**config.mk**
```make
export PLATFORM = sky130hd
export DESIGN_NAME = spi_mcu_tx
export DESIGN_NICKNAME = d
export VERILOG_FILES = /design/src/rtl/spi_mcu_tx.sv
export SDC_FILE = /design/constraint.sdc
export NUM_CORES = 1
export LEC_CHECK = 0
export BUFFER_PORTS_ARGS = -buffer_cell sky130_fd_sc_hd__buf_2
export CELL_PAD_IN_SITES_DETAIL_PLACEMENT = 0
export CELL_PAD_IN_SITES_GLOBAL_PLACEMENT = 2
export CORE_MARGIN = 5
export CORE_UTILIZATION = 47
export CTS_CLUSTER_DIAMETER = 40
export DETAILED_ROUTE_END_ITERATION = 8
export GPL_TIMING_DRIVEN = 0
export PLACE_DENSITY_LB_ADDON = 0.1
export SLEW_MARGIN = 20
export SYNTH_ARGS = -nofsm -noshare
export SYNTH_HDL_FRONTEND = slang
export SYNTH_SLANG_ARGS = --single-unit
```
**constraint.sdc**
```tcl
create_clock -name clk -period 6.85 [get_ports clk]
set_clock_uncertainty 0.15 [all_clocks]
set_input_delay 0 -clock clk [delete_from_list [all_inputs] [get_ports clk]]
set_output_delay 0 -clock clk [all_outputs]
set_load 0.02 [all_outputs]
```
**src/rtl/spi_mcu_tx.sv**
```systemverilog
// SPI slave transmitter running on the system clock: SCK/CS are oversampled,
// outgoing words are queued in a small FIFO and shifted out over back-to-back frames.
module spi_mcu_tx #(
    parameter int WIDTH     = 16,
    parameter int DEPTH     = 4,
    parameter int CPOL      = 0,
    parameter int CPHA      = 0,
    parameter int MSB_FIRST = 1
) (
    input  logic                         clk,
    input  logic                         reset,
    input  logic                         mcu_sck,
    input  logic                         mcu_cs_n,
    input  logic [WIDTH-1:0]             data_in,
    input  logic                         data_valid,
    output logic                         data_ready,
    input  logic                         clear_underrun,
    output logic                         mcu_sdo,
    output logic                         tx_done,
    output logic                         underrun,
    output logic [$clog2(DEPTH+1)-1:0]   level
);
    localparam int   AW       = $clog2(DEPTH);
    localparam int   LW       = $clog2(DEPTH+1);
    localparam int   CW       = $clog2(WIDTH);
    localparam logic IDLE_SCK = (CPOL != 0);

    typedef enum logic {IDLE, ACTIVE} state_t;

    state_t                    state_q, state_d;
    logic [2:0]                sck_sync_q, sck_sync_d;
    logic [2:0]                cs_sync_q, cs_sync_d;
    logic [CW-1:0]             bit_cnt_q, bit_cnt_d;
    logic [WIDTH-1:0]          shreg_q, shreg_d;
    logic                      pend_q, pend_d;
    logic                      tx_done_q, tx_done_d;
    logic                      underrun_q, underrun_d;
    logic [DEPTH-1:0][WIDTH-1:0] mem_q, mem_d;
    logic [AW-1:0]             wr_ptr_q, wr_ptr_d;
    logic [AW-1:0]             rd_ptr_q, rd_ptr_d;
    logic [LW-1:0]             level_q, level_d;

    logic sck_lead, sck_trail, sample_e, drive_e, cs_fall, cs_rise;
    logic load, pop, push, underrun_set;

    // Bit [1] is the synchronised level, bit [2] the previous one for edge detection.
    assign sck_lead  = (sck_sync_q[2] == IDLE_SCK) && (sck_sync_q[1] != IDLE_SCK);
    assign sck_trail = (sck_sync_q[2] != IDLE_SCK) && (sck_sync_q[1] == IDLE_SCK);
    assign sample_e  = (CPHA != 0) ? sck_trail : sck_lead;
    assign drive_e   = (CPHA != 0) ? sck_lead : sck_trail;
    assign cs_fall   = cs_sync_q[2] && !cs_sync_q[1];
    assign cs_rise   = !cs_sync_q[2] && cs_sync_q[1];

    assign data_ready = (level_q != LW'(DEPTH));
    assign push       = data_valid && data_ready;
    assign mcu_sdo    = (state_q == ACTIVE) &&
                        ((MSB_FIRST != 0) ? shreg_q[WIDTH-1] : shreg_q[0]);
    assign tx_done    = tx_done_q;
    assign underrun   = underrun_q;
    assign level      = level_q;

    always_comb begin
        sck_sync_d   = {sck_sync_q[1:0], mcu_sck};
        cs_sync_d    = {cs_sync_q[1:0], mcu_cs_n};
        state_d      = state_q;
        bit_cnt_d    = bit_cnt_q;
        shreg_d      = shreg_q;
        pend_d       = pend_q;
        tx_done_d    = 1'b0;
        underrun_set = 1'b0;
        load         = 1'b0;
        case (state_q)
            IDLE: begin
                if (cs_fall) begin
                    state_d   = ACTIVE;
                    bit_cnt_d = '0;
                    shreg_d   = '0;
                    pend_d    = 1'b0;
                    if (CPHA == 0) load = 1'b1;
                end
            end
            default: begin
                if (cs_rise) begin
                    state_d   = IDLE;
                    bit_cnt_d = '0;
                    shreg_d   = '0;
                    pend_d    = 1'b0;
                end else if (sample_e) begin
                    if (bit_cnt_q == CW'(WIDTH-1)) begin
                        bit_cnt_d = '0;
                        tx_done_d = 1'b1;
                    end else begin
                        bit_cnt_d = bit_cnt_q + 1'b1;
                    end
                    // An empty-FIFO word only counts as an underrun once the MCU
                    // actually clocks it; the speculative load after a frame's
                    // last word is harmless if CS rises first.
                    if (pend_q) begin
                        underrun_set = 1'b1;
                        pend_d       = 1'b0;
                    end
                end else if (drive_e) begin
                    if (bit_cnt_q == '0) load = 1'b1;
                    else shreg_d = (MSB_FIRST != 0) ? (shreg_q << 1) : (shreg_q >> 1);
                end
            end
        endcase

        pop = load && (level_q != '0);
        if (load) begin
            shreg_d = pop ? mem_q[rd_ptr_q] : '0;
            pend_d  = !pop;
        end

        underrun_d = underrun_set ? 1'b1 : (clear_underrun ? 1'b0 : underrun_q);

        mem_d    = mem_q;
        wr_ptr_d = wr_ptr_q;
        rd_ptr_d = rd_ptr_q;
        level_d  = level_q;
        if (push) begin
            mem_d[wr_ptr_q] = data_in;
            wr_ptr_d        = wr_ptr_q + 1'b1;
        end
        if (pop) rd_ptr_d = rd_ptr_q + 1'b1;
        case ({push, pop})
            2'b10:   level_d = level_q + 1'b1;
            2'b01:   level_d = level_q - 1'b1;
            default: level_d = level_q;
        endcase
    end

    always_ff @(posedge clk or posedge reset) begin
        if (reset) begin
            sck_sync_q <= {3{IDLE_SCK}};
            cs_sync_q  <= 3'b111;
            state_q    <= IDLE;
            bit_cnt_q  <= '0;
            shreg_q    <= '0;
            pend_q     <= 1'b0;
            tx_done_q  <= 1'b0;
            underrun_q <= 1'b0;
            mem_q      <= '0;
            wr_ptr_q   <= '0;
            rd_ptr_q   <= '0;
            level_q    <= '0;
        end else begin
            sck_sync_q <= sck_sync_d;
            cs_sync_q  <= cs_sync_d;
            state_q    <= state_d;
            bit_cnt_q  <= bit_cnt_d;
            shreg_q    <= shreg_d;
            pend_q     <= pend_d;
            tx_done_q  <= tx_done_d;
            underrun_q <= underrun_d;
            mem_q      <= mem_d;
            wr_ptr_q   <= wr_ptr_d;
            rd_ptr_q   <= rd_ptr_d;
            level_q    <= level_d;
        end
    end
endmodule

```
After elaboration in Yosys (flattened, before gate mapping)
Index checks and enable logic that the tools add are counted.
{"block": "totals", "register_bits": 101, "latch_bits": 0, "ram_bits": 0, "mem_bits_ro": 0, "out_inout_bits": 7, "n_memories": 0}
{"block": "op_classes", "add_sub_neg": 5, "n_mul": 0, "div_mod_pow": 0, "n_lt_le_gt_ge": 3, "n_eq_ne": 9, "n_shift": 0, "muxes": 42, "bitwise_logic": 2, "n_reduce_logical": 20}
{"operator": "2-to-1 mux 16 bit", "n": 10}
{"operator": "bitwise mux 64 bit", "n": 1}
{"operator": "binary-select mux 16 bit (select 2 bit)", "n": 1}
{"operator": "demux 16 bit (select 2 bit)", "n": 1}
{"operator": "2-to-1 mux 1 bit", "n": 23}
{"operator": "2-to-1 mux 4 bit", "n": 5}
{"operator": "logical AND 1 bit", "n": 8}
{"operator": "inequality test 4 x 1 -> 1 bit, second input constant", "n": 2}
{"operator": "less-than comparator 2 x 3 -> 1 bit, second input constant", "n": 2}
{"operator": "one-hot mux 3 bit (2 select lines)", "n": 1}
{"operator": "nonzero test 2 bit", "n": 3}
{"operator": "nonzero test 3 bit", "n": 2}
{"operator": "adder 2 x 1 -> 2 bit, second input constant", "n": 2}
{"operator": "adder 4 x 1 -> 4 bit, second input constant", "n": 1}
{"operator": "== test 4 bit, second input constant", "n": 1}
{"operator": "logical NOT 4 bit", "n": 1}
{"operator": "inequality test 4 x 2 -> 1 bit, second input constant", "n": 1}
{"operator": "inequality test 4 bit, second input constant", "n": 1}
{"operator": "AND reduction 2 bit", "n": 2}
{"operator": "AND reduction 4 bit", "n": 1}
{"operator": "adder 3 x 1 -> 3 bit, second input constant", "n": 1}
{"operator": "logical NOT 1 bit", "n": 3}
{"operator": "inequality test 3 x 1 -> 1 bit, second input constant", "n": 1}
{"operator": "inequality test 3 bit, second input constant", "n": 1}
{"operator": "5 further kinds", "n": 6}

Logic depth before layout (Yosys ltp)
{"block": "depth", "word_depth": 9, "ltp_mapped": 12, "mapped_depth_nobuf": 11}

Worst setup path after synthesis
OpenSTA, ideal clock, no wires.
{"block": "synth_timing", "path_kind": "reg2reg", "from": "reg bit_cnt_q[2]", "to": "reg level_q[2] (netlist: level[2])", "t_arrival_ns": 2.240, "setup_slack_ns": 4.380, "path_stages_with_launch": 12, "path_buffers": 1, "path_cell_list": "dfrtp_1 nor4b_2 a41o_1 buf_4 nand2_1 inv_1 ha_1 inv_1 fa_1 xor2_1 nor2_1 xor2_1"}
{"block": "synth_between", "elab_chain_len": 9}
{"element": "from (decl)", "line": "33", "rtl": "logic [CW-1:0] bit_cnt_q, bit_cnt_d;"}
{"element": "from (signal assigned)", "line": "151", "rtl": "bit_cnt_q <= bit_cnt_d;"}
{"element": "logical NOT 4 bit *", "line": "103", "rtl": "if (bit_cnt_q == '0) load = 1'b1;"}
{"element": "2-to-1 mux 1 bit *", "line": "103"}
{"element": "2-to-1 mux 1 bit *", "line": "102", "rtl": "end else if (drive_e) begin"}
{"element": "2-to-1 mux 1 bit *", "line": "88", "rtl": "end else if (sample_e) begin"}
{"element": "2-to-1 mux 1 bit *", "line": "83", "rtl": "if (cs_rise) begin"}
{"element": "2-to-1 mux 1 bit *", "line": "72", "rtl": "case (state_q)"}
{"element": "logical AND 1 bit *", "line": "109", "rtl": "pop = load && (level_q != '0);"}
{"element": "net pop", "line": "44", "rtl": "logic load, pop, push, underrun_set;"}
{"element": "== test 2 x 1 -> 1 bit / == test 2 bit (equally long branches)", "line": "126", "rtl": "case ({push, pop})"}
{"element": "one-hot mux 3 bit (2 select lines) / nonzero test 2 bit (equally long branches)"}
{"element": "to (signal assigned)", "line": "159", "rtl": "level_q <= level_d;"}
{"element": "to (decl)", "line": "41", "rtl": "logic [LW-1:0] level_q, level_d;"}
Mark *: on every way through the listed nets, which the timed path passes. The rest lies on a longest branch.
A chain may end at the register's enable or synchronous reset.

Final worst setup path
{"block": "layout_timing", "from": "reg state_q", "to": "reg level_q[2] (netlist: level[2])"}
{"block": "layout_between", "elab_chain_len": 4}
{"element": "from (decl)", "line": "30", "rtl": "state_t state_q, state_d;"}
{"element": "from (signal assigned)", "line": "150", "rtl": "state_q <= state_d;"}
{"element": "2-to-1 mux 1 bit *", "line": "72"}
{"element": "logical AND 1 bit *", "line": "109"}
{"element": "net pop", "line": "44"}
{"element": "== test 2 x 1 -> 1 bit / == test 2 bit (equally long branches)", "line": "126"}
{"element": "one-hot mux 3 bit (2 select lines) / nonzero test 2 bit (equally long branches)"}
Marks and branches as above.

==> flow_summary.rst <==
.. list-table::
   :header-rows: 1

   * - Metric
     - Value
   * - Run status
     - finished clean
   * - Setup violations, final
     - 0
   * - Post-CTS Setup Inserts
     - 0
   * - Core outline area
     - 10180 µm²
   * - Worst reg2reg startpoint
     - state_q
   * - Num ports
     - 29
   * - Clock buffers created by TritonCTS
     - 9
   * - Clock latency at the later pin of the worst-skew pair
     - 380 ps
   * - Critical path buffer and inverter count
     - 4
   * - Top achievable clock speed
     - 352.5 MHz
   * - Largest incremental delay on the critical path
     - 410 ps
   * - Die Area
     - 12450 µm²
   * - Number of cells on the worst reg-to-reg path
     - 12
   * - Total detailed-routing wirelength
     - 9.558 mm
   * - Cell depth of the worst setup path
     - 12
   * - Clock tree from TritonCTS
     - yes
   * - Number of maximum-capacitance violations
     - 0
   * - Final cell area excluding filler cells
     - 5627 µm²
   * - Total Routing Usage GR
     - 16.59%
   * - Number of antenna violations at the first check in global routing
     - 0
   * - FF+latch count, synth
     - 101
   * - Layout overhead on the synthesized area
     - 15.99%
   * - Post-synthesis cell type with the largest combined area
     - dfrtp_1
   * - Total count of hold-check failures in the final report
     - 0
   * - Setup repair after global routing missed its margin
     - no
   * - Starting DRC count in detailed routing
     - 108
   * - Mean number of vias per cell
     - 5.296
   * - Final HPWL from detailed placement
     - 6.399 mm
   * - Cell chosen for the clock root
     - clkbuf_8
   * - Cell leakage power
     - 2.611 nW
   * - Number of buffers on the longest clock path
     - 2
   * - Syn Nets
     - 368
   * - Worst Setup SP
     - state_q
   * - Register-to-register setup slack
     - 4010 ps
   * - Fraction of the yosys area taken by sequential cells
     - 52.18%
   * - Pin slew with the least headroom to its limit
     - 731.8 ps
   * - Total via count after detailed routing
     - 2860
   * - Synthesis Warnings
     - 0
   * - Pins over their slew limit
     - 0
   * - Worst vdd ir
     - 0.0002510 V
   * - Via count of the first global-routing pass
     - 3128
   * - Chip height
     - 111.6 µm
   * - HP Class
     - input pin to asynchronous set/reset pin
   * - Fill cell total of the finished layout
     - 888
   * - Synthesized area per cell
     - 14.35 µm²
   * - Pre-CTS WS
     - 4014 ps
   * - Number of synthesized flops with an enable pin
     - 0
   * - Total congestion overflow
     - 0
   * - Leading post-synthesis cells by cell area
     - dfrtp_1, mux2_4, mux4_2, mux2_2, nand3_1
   * - CP max FO
     - 10
   * - Cell-by-cell trace of the critical path
     - buf_2 -> nor3b_1 -> a41o_1 -> buf_4 -> nand2_1 -> inv_1 -> ha_1 -> inv_1 -> fa_1 -> xor2_1 -> nor2_1 -> xor2_1
   * - Asr flop ratio synth
     - 100.0%
   * - Final routed wire length divided by cell count
     - 17.70 µm
   * - Worst path arrival time
     - 2990 ps
   * - Post-route clock period utilization
     - 41.42%
   * - Final sum of negative setup slack
     - 0 ps
   * - Pin count of the biggest net entering global routing
     - 55
   * - CTS clock-pin slew for the worst setup and hold paths
     - 100 ps
   * - Number of search-and-repair iterations in the first detailed-routing pass
     - 4
   * - Number of clock sinks
     - 101
   * - Share of Yosys cell area claimed by the top area cell type
     - 50.55%
   * - Multi-input logic area
     - 2128 µm²
   * - Ant. Diodes
     - 0
   * - Number of design rule violations left after detail routing
     - 0
   * - CP endpoint kind
     - register
   * - Post-route antenna net violation count
     - 0
   * - Gpl congestion
     - 0.7336
   * - Slowest CP cell
     - dfrtp_1
   * - Launching element type of the critical path
     - register
   * - Worst relative slew slack
     - 51.21%
   * - Die boundary width
     - 111.6 µm
   * - Area of the mapped netlist
     - 4851 µm²
   * - Quantity of I/O buffers inserted on ports
     - 28
   * - Number of library cell types mapped by synthesis
     - 47
   * - Family of cells with the greatest summed delay on the critical path
     - simple AND/OR/NAND/NOR gates
   * - Wire length of the first global-routing pass
     - 16.54 mm
   * - Top_reg_cell synth
     - dfrtp_1
   * - Final Net Count
     - 429
   * - Placed cell area
     - 5194 µm²
   * - Power density cells
     - 428.1 nW/µm²
   * - Critical Setup Path Class
     - register to register
   * - Worst endpoint required time
     - 7000 ps
   * - Number of cells produced by synthesis
     - 338
   * - Min Clock Period, post-route
     - 2837 ps
   * - Layout cells sized above 1
     - 40.35%
   * - Initial cell density of the core
     - 47.63%
   * - Storage cell area
     - 2531 µm²
   * - # H-tree levels
     - 3
   * - Number of core rows
     - 37
   * - Worst setup margin
     - 4013 ps
cell usage after synthesis (all sizes together), types with 2 or more instances:
library cell / instances
dfstp: 3
nand2b: 2
clkbuf: 3
xnor2: 4
nor2b: 2
dfrtp: 98
and2: 3
nand3: 32
nor2: 2
o211ai: 15
o21ai: 8
xor2: 2
or3: 2
mux2i: 2
mux4: 16
buf: 16
ha: 7
nand2: 26
inv: 13
mux2: 64
a211oi: 2
worst register-to-register path, cell delays in order, from the launching register on:
cell	delay [ps]
dfrtp_1	410
buf_2	190
nor3b_1	400
a41o_1	150
buf_4	160
nand2_1	130
inv_1	150
ha_1	200
inv_1	60
fa_1	370
xor2_1	150
nor2_1	110
xor2_1	150
sequential cells by signal, summed over array words and instances (netlist names):
signal      flops
pend_q          1
wr_ptr_q        2
level           3
state_q         1
shreg_q        16
tx_done         1
sck_sync_q      3
mem_q          64
cs_sync_q       3
bit_cnt_q       4
rd_ptr_q        2
underrun        1
layout make-up:
cell class,count,area share (%)
timing repair buffer,50,6.716
buffer,19,2.535
inverter,13,0.9562
tap,136,3.024
multi-input combinational,205,37.83
clock buffer,9,2.201
clock inverter,7,1.757
sequential,101,44.99
placed cells by master, fill, tap and decap left out, drive strengths merged, types with 3 or more instances in the layout:
master       instances
dfrtp               98
mux2                64
buf                 45
nand3               32
nand2               26
dlygate4sd3         21
mux4                16
o211ai              15
inv                 14
clkbuf              12
o21ai                8
ha                   7
xnor2                4
dfstp                3
and2                 3
clkinv               3
cell families after synthesis:
group	Yosys count	share of synthesized area (%)
compound gates	34	6.448
xor+xnor	6	1.083
fa+ha+maj	8	2.218
buf+inv	32	3.946
flops	101	52.18
mux	82	25.79
simple gates	75	8.331
metrics by stage:
stage / hold WS (ps) / power (mW) / std cells / utilization (%)
4_1_cts: 36.94 / 2.435 / 540 / 55.25
3_3_place_gp: -45.60 / 1.962 / 502 / 50.68
3_5_place_dp: -84.84 / 1.994 / 503 / 51.00
6_report: 42.25 / 2.409 / 540 / 55.25
5_1_grt: 107.6 / 2.557 / 540 / 55.25
2_1_floorplan: -145.5 / 1.774 / 338 / -
layer usage:
layer / vias up / routed length (µm) / global-route usage [%]
li1: 1340 / - / -
met1: 1473 / 4793 / 23.60
met2: 35 / 4379 / 25.69
met3: 12 / 252 / 3.478
met4: 0 / 132 / 5.191
met5: - / 0 / 0
report_power, final:
part	leakage (nW)	switching [mW]	internal (mW)	total, mW
clock	0.110	0.215	0.208	0.423
combinational	1.28	0.399	0.572	0.971
sequential	1.22	0.151	0.864	1.02
total	2.61	0.765	1.64	2.41
final timing paths:
kind	end
worst max-delay path	level[2]
worst min-delay path	mem_q[37]
worst max register to register	level[2]
worst min register to register	sck_sync_q[1]
max in group asynchronous	mem_q[12]
min in group clk	cs_sync_q[0]
repair_timing:
item                                   4_1_cts  5_1_grt
resized for setup                            0        0
hold buffers                                21        0
endpoints found under the hold margin      170        0
(Power assumes the default switching activity.)
